==> config.mk <==
export PLATFORM = sky130hd
export DESIGN_NAME = tdm_demux4
export DESIGN_NICKNAME = d
export VERILOG_FILES = /design/src/rtl/tdm_demux4.sv
export SDC_FILE = /design/constraint.sdc
export NUM_CORES = 1
export LEC_CHECK = 0
export ABC_AREA = 1
export ABC_CLOCK_PERIOD_IN_PS = 1400
export CAP_MARGIN = 20
export CORE_MARGIN = 2
export CORE_UTILIZATION = 45
export DETAILED_ROUTE_END_ITERATION = 6
export PLACE_DENSITY = 0.83
export SETUP_SLACK_MARGIN = 0.2
export SLEW_MARGIN = 20
export SYNTH_ARGS = -nofsm -noshare
export SYNTH_HDL_FRONTEND = slang
export SYNTH_SLANG_ARGS = --single-unit
export TNS_END_PERCENT = 10
==> constraint.sdc <==
create_clock -name clk -period 1.4 [get_ports clk]
set_clock_uncertainty 0.05 [all_clocks]
set_input_delay 0.21 -clock clk [delete_from_list [all_inputs] [get_ports clk]]
set_output_delay 0.21 -clock clk [all_outputs]
set_load 0.02 [all_outputs]
==> src/rtl/tdm_demux4.sv <==
`default_nettype none
// ============================================================================
// Module      : tdm_demux4
// Description : Four-channel TDM demultiplexer. Aligns to a frame marker,
//               collects the four time slots into shadow registers, and
//               publishes a complete frame on c0..c3 in a single edge.
//               Only whole frames reach the outputs.
// Ports       : clk, rst        - clock, synchronous active-high reset
//               z, sync, en     - multiplexed data, slot-0 marker, sample strobe
//               c0..c3          - channel words from the last complete frame
//               s1, s0          - slot index of the next expected sample
//               frame_valid     - one-cycle pulse after c0..c3 update
//               sync_err        - one-cycle pulse per framing error
//               locked          - high while frame alignment is held
// Revision    : 1.0 - initial release
// ============================================================================
module tdm_demux4 #(
    parameter int WIDTH  = 1,
    parameter bit STRICT = 1'b1
) (
    input  logic             clk,
    input  logic             rst,
    input  logic [WIDTH-1:0] z,
    input  logic             sync,
    input  logic             en,
    output logic [WIDTH-1:0] c0,
    output logic [WIDTH-1:0] c1,
    output logic [WIDTH-1:0] c2,
    output logic [WIDTH-1:0] c3,
    output logic             s1,
    output logic             s0,
    output logic             frame_valid,
    output logic             sync_err,
    output logic             locked
);

    typedef enum logic [0:0] {
        HUNT = 1'b0,
        RUN  = 1'b1
    } state_t;

    state_t           r_state;
    logic [1:0]       r_slot;
    logic [WIDTH-1:0] r_shadow0;
    logic [WIDTH-1:0] r_shadow1;
    logic [WIDTH-1:0] r_shadow2;
    logic [WIDTH-1:0] r_c0;
    logic [WIDTH-1:0] r_c1;
    logic [WIDTH-1:0] r_c2;
    logic [WIDTH-1:0] r_c3;
    logic             r_frame_valid;
    logic             r_sync_err;

    always_ff @(posedge clk) begin
        if (rst) begin
            r_state       <= HUNT;
            r_slot        <= 2'd0;
            r_shadow0     <= '0;
            r_shadow1     <= '0;
            r_shadow2     <= '0;
            r_c0          <= '0;
            r_c1          <= '0;
            r_c2          <= '0;
            r_c3          <= '0;
            r_frame_valid <= 1'b0;
            r_sync_err    <= 1'b0;
        end else begin
            // Status flags are pulses: cleared unless re-asserted below.
            r_frame_valid <= 1'b0;
            r_sync_err    <= 1'b0;

            if (en) begin
                case (r_state)
                    HUNT: begin
                        if (sync) begin
                            r_shadow0 <= z;
                            r_slot    <= 2'd1;
                            r_state   <= RUN;
                        end
                    end

                    RUN: begin
                        if (r_slot == 2'd0) begin
                            if (sync || !STRICT) begin
                                // Frame boundary: either marked, or free-running.
                                r_shadow0 <= z;
                                r_slot    <= 2'd1;
                            end else begin
                                // Marker missing where one was due: lose lock.
                                r_sync_err <= 1'b1;
                                r_slot     <= 2'd0;
                                r_state    <= HUNT;
                            end
                        end else if (sync) begin
                            // Early marker: abandon the partial frame and
                            // restart alignment on this sample.
                            r_sync_err <= 1'b1;
                            r_shadow0  <= z;
                            r_slot     <= 2'd1;
                        end else begin
                            case (r_slot)
                                2'd1: r_shadow1 <= z;
                                2'd2: r_shadow2 <= z;
                                2'd3: begin
                                    // Last slot goes straight to c3 so the
                                    // whole frame lands on one edge.
                                    r_c0          <= r_shadow0;
                                    r_c1          <= r_shadow1;
                                    r_c2          <= r_shadow2;
                                    r_c3          <= z;
                                    r_frame_valid <= 1'b1;
                                end
                                default: ;
                            endcase
                            r_slot <= r_slot + 2'd1;
                        end
                    end

                    default: begin
                        r_state <= HUNT;
                        r_slot  <= 2'd0;
                    end
                endcase
            end
        end
    end

    assign c0          = r_c0;
    assign c1          = r_c1;
    assign c2          = r_c2;
    assign c3          = r_c3;
    assign s1          = r_slot[1];
    assign s0          = r_slot[0];
    assign frame_valid = r_frame_valid;
    assign sync_err    = r_sync_err;
    assign locked      = (r_state == RUN);

endmodule
`default_nettype wire

**Word-level counts from Yosys, hierarchy flattened**

Cells that the tools add are included.
Widths: inputs -> output; s select.

- Register bits: 12
- Input bits: 5
- Output and inout port bits: 9
- Word-level logic and storage cells: 40

- Add/sub/neg operators: 1
- Equality and inequality tests: 4
- Muxes and demuxes: 12
- Bitwise operators: 4
- Reduce and logical (&&, ||, !) cells: 8

Operators by type and width:

| kind | count |
|---|---|
| $reduce_and 5->1 | 3 |
| $mux 1 | 7 |
| $mux 2 | 3 |
| $reduce_or 5->1 | 1 |
| $eq 2x2->1 const B | 2 |
| $not 1->1 | 4 |
| $pmux 2 s2 | 1 |
| $reduce_and 2->1 | 2 |
| $reduce_or 3->1 | 1 |
| $add 2x1->2 const B | 1 |
| $eq 2x1->1 const B | 1 |
| $logic_not 2->1 | 1 |
| $ne 2x2->1 const B | 1 |
| $pmux 1 s2 | 1 |

**Longest topological paths before layout**

- Depth in word-level cells: 4
- Gate-level depth with buffers: 7
- Mapped depth without buffers: 7

**Least setup slack after synthesis**

No wires, ideal clock.

- Kind: register to register
- Start point: reg r_slot[1]
- End point: reg r_shadow2
- Library setup time: 0.110 ns
- Arrival: 1.280 ns
- Data required time: 1.240 ns
- Path slack: -0.040 ns
- Cell stages (with the launch flop): 7
- Path buffers: 0
- Period minus slack after synthesis: 1.440 ns
- Path through: dfxtp_1 -> inv_1 -> ha_1 -> nor2_4 -> nand4_1 -> nand2_1 -> nor2_2

- Word-level cells in the longest chain between the ends: 3
- Elaborated cells between the ends (all ways): 4
- Those cells by class: 1 x eq/ne; 1 x bitwise; 2 x reduce/logical

RTL lines:

| what | line | text |
|---|---|---|
| start, declared | 43 | `logic [1:0] r_slot;` |
| start signal, assigned | 115 | `r_slot <= r_slot + 2'd1;` |
| $logic_not 2->1 | 83 | `if (r_slot == 2'd0) begin` |
| $not 1->1 (no line) | - |  |
| $reduce_and 5->1 (no line) * | - |  |
| end signal, assigned | 103 | `2'd2: r_shadow2 <= z;` |
| end, declared | 46 | `logic [WIDTH-1:0] r_shadow2;` |

Every way passes the cells marked *; elsewhere a longest branch is shown, timed or not.
A chain may end at the register's enable or synchronous reset.

**Worst setup path after layout**

- Start point: reg r_slot[1]
- End point: out s1

RTL lines:

| what | line | text |
|---|---|---|
| end, declared | 30 | `output logic s1,` |

No word-level cell between the ends.

==> flow_metrics.env <==
export IMPL_p_clk_frac=0.380
export IMPL_crit_buf_inv=1
export IMPL_synthAdderAreaFrac=0.0975
export IMPL_hp_class="input port to flop"
export IMPL_dp_cells=113
export IMPL_avgSynthCellArea_um2=7.46
export IMPL_crit_path_max_incr_delay_ns=0.39
export IMPL_critPathKind="flop to output port"
export IMPL_grt_pass1_wl_um=1970
export IMPL_first_iter_violations=15
export IMPL_dieArea_mm2=0.00174
export IMPL_fin_crit_ns=1.23
export IMPL_vias=578
export IMPL_gp_congestion=0.750
export IMPL_grt_pass1_vias=478
export IMPL_synth_most_common_cell="nand2_1"
export IMPL_swShare=0.238
export IMPL_hold_viol=0
export IMPL_ios=14
export IMPL_yosys_register_bits=12
export IMPL_cpMaxStageDelayCell="dfxtp_4"
export IMPL_p_switching_uw=169
export IMPL_ant_nets=0
export IMPL_power_leakage_uw=0.000392
export IMPL_seq_power_share=0.497
export IMPL_whs_ns=0.371
export IMPL_synth_flop_cell="dfxtp_1"
export IMPL_clk_pin_slew_ns=0.07
export IMPL_gr_total_overflow=0
export IMPL_tritoncts="built"
export IMPL_cts_inserted_buffers=3
export IMPL_fmaxAchievable_ghz=0.815
export IMPL_fin_crit_sh=0.876
export IMPL_critPathCaptureType="output port"
export IMPL_worst_pin_slew_ns=0.315
export IMPL_clock_sinks=12
export IMPL_synth_compound_area_frac=0.0312
export IMPL_async_reset_ff_frac=0
export IMPL_critPathTopFamily="flip-flops"
export IMPL_yosysTopAreaCellShare=0.374
export IMPL_multiInputGateArea_um2=334
export IMPL_stdcell_count=118
export IMPL_pwr_share_comb=0.123
export IMPL_synth_edff_count=0
export IMPL_slew_limit_headroom=0.790
export IMPL_initial_core_util=0.487
export IMPL_worst_ep_required_time_ns=1.14
export IMPL_yosys_warnings=0
export IMPL_final_util=0.641
export IMPL_timing_final_ws_setup_ns=0.173
export IMPL_synth_area_leader_cell="dfxtp_1"
export IMPL_cap_violations=0
export IMPL_antenna_cells=0
export IMPL_clk_latency_ns=0.27
export IMPL_drcViolationCount=0
export IMPL_seq_area_um2=248
export IMPL_dp_hpwl_um=838
export IMPL_cts_buffer_depth=2
export IMPL_track_usage=0.149
export IMPL_die_h_um=41.8
export IMPL_io_buffers=13
export IMPL_synth_net_count=96
export IMPL_vias_per_cell=4.90
export IMPL_row_count=13
export IMPL_setup_viol=0
export IMPL_first_pass_iters=4
export IMPL_peakVddDrop_v=0.000496
export IMPL_outcome="finished, final reports clean"
export IMPL_yosys_top_cells_area="dfxtp_1 (37%), nand2_1 (12%), inv_1 (9.9%)"
export IMPL_core_area_mm2=0.00132
export IMPL_power_density_mw_per_mm2=838
export IMPL_fp_dieW_um=41.8
export IMPL_synth_xor_area_frac=0
export IMPL_power_internal_uw=539
export IMPL_synthCells=86
export IMPL_dp_slack_ns=-0.0182
export IMPL_htree_levels=1
export IMPL_yosysSeqAreaShare=0.374
export IMPL_synth_cell_area_um2=642
export IMPL_finalMaxSlewViolations=0
export IMPL_synthMuxAreaShare=0
export IMPL_crit_arrival_ns=0.97
export IMPL_crit_chain="clkdlybuf4s15_1"
export IMPL_synth_simple_gate_area_frac=0.359
export IMPL_grt_max_degree=13
export IMPL_total_power_uw=708
export IMPL_ys_top_cells_by_count="nand2_1 (21), inv_1 (17), dfxtp_1 (12)"
export IMPL_detail_route_wl_per_cell_um=10.1
export IMPL_syn2layout_area_growth_pct=31.6
export IMPL_ctsHoldBuffers=0
export IMPL_synth_top_family_by_area="simple AND/OR/NAND/NOR gates"
export IMPL_cp_max_fo=5
export IMPL_layout_nets=114
export IMPL_drive_gt1_frac=0.194
export IMPL_wirelength_um=1190
export IMPL_antenna_found_initial=0
export IMPL_setup_worst_path_start_class="flop"
export IMPL_n_fill_cell=120
export IMPL_rsz0062_at_grt="yes"
export IMPL_cts_setup_buffers=0
export IMPL_synth_cell_types=18
export IMPL_root_buffer="clkbuf_4"
-- through the flow --
step,area (um^2),TNS [ns]
floorplan,652,0
global placement,786,0
detailed placement,786,-0.0276
CTS,833,0
global route,845,0
finish,845,0
-- state kept, by name, indices dropped and copies added, names as in the netlist --
name and flops:
c3 1, frame_valid 1, r_shadow0 1, r_shadow1 1, locked 1, c1 1
r_slot 2, c0 1, r_shadow2 1, c2 1, sync_err 1
-- placed cells by master, fill, tap and decap left out, types with 2 or more instances in the layout --
| cell type | n |
|---|---|
| nand2_1 | 21 |
| inv_1 | 15 |
| dfxtp_1 | 10 |
| nor2_1 | 7 |
| nand4_1 | 6 |
| dlygate4sd2_1 | 5 |
| nand3_1 | 4 |
| ha_1 | 4 |
| inv_4 | 3 |
| nor2_2 | 3 |
| a21oi_1 | 3 |
| clkbuf_4 | 3 |
| clkdlybuf4s50_1 | 3 |
| clkdlybuf4s15_2 | 2 |
| clkdlybuf4s15_1 | 2 |
| dfxtp_4 | 2 |
-- metal layers --
| layer | vias up | routed length [um] | GRT usage |
|---|---|---|---|
| met3 | 4 | 75 | 0.0261 |
| met4 | 0 | 30 | 0.0968 |
| met5 | - | 0 | 0 |
| li1 | 302 | - | - |
| met2 | 24 | 599 | 0.241 |
| met1 | 248 | 484 | 0.178 |
-- repair_timing --
item | 4_1_cts | 5_1_grt
setup endpoints to repair | 16 | 15
resized for setup | 18 | 2
gates cloned | 0 | 1
pin swaps | 6 | 1
-- layout make-up --
type	count	share of cell area
clock buffers	4	0.0430
flip-flops and latches	12	0.293
multi-input cells	55	0.396
inverters	19	0.0933
repair buffers	13	0.153
well taps	15	0.0222
-- kinds of logic (layout without fill, tap and decap cells) --
kind of cell | count (synthesis) | in the layout
fa+ha+maj | 5 | 5
simple gates | 45 | 46
buf+inv | 20 | 36
compound gates | 4 | 4
flops | 12 | 12
-- power groups by stage --
stage / combinational, uW / clock (uW) / sequential [uW]
finish: 87.1 / 269 / 352
global route: 95.5 / 294 / 353
CTS: 83.1 / 278 / 352
detailed placement: 79.8 / 0 / 359
global placement: 78.0 / 0 / 359
floorplan: 45.7 / 0 / 364
-- worst paths after layout --
path                                             start                endpoint  slack, ns  cells after the start
worst max-delay path            r_slot[1]$_SDFFE_PP0P_                      s1       0.17                      1
worst min-delay path                              sync     sync_err$_SDFF_PP0_       0.37                      3
worst max register to register  r_slot[0]$_SDFFE_PP0P_         c2$_SDFFE_PP0P_       0.20                      7
worst min register to register  r_shadow0$_SDFFE_PP0P_  r_shadow0$_SDFFE_PP0P_       0.41                      2
(Power assumes the default switching activity.)
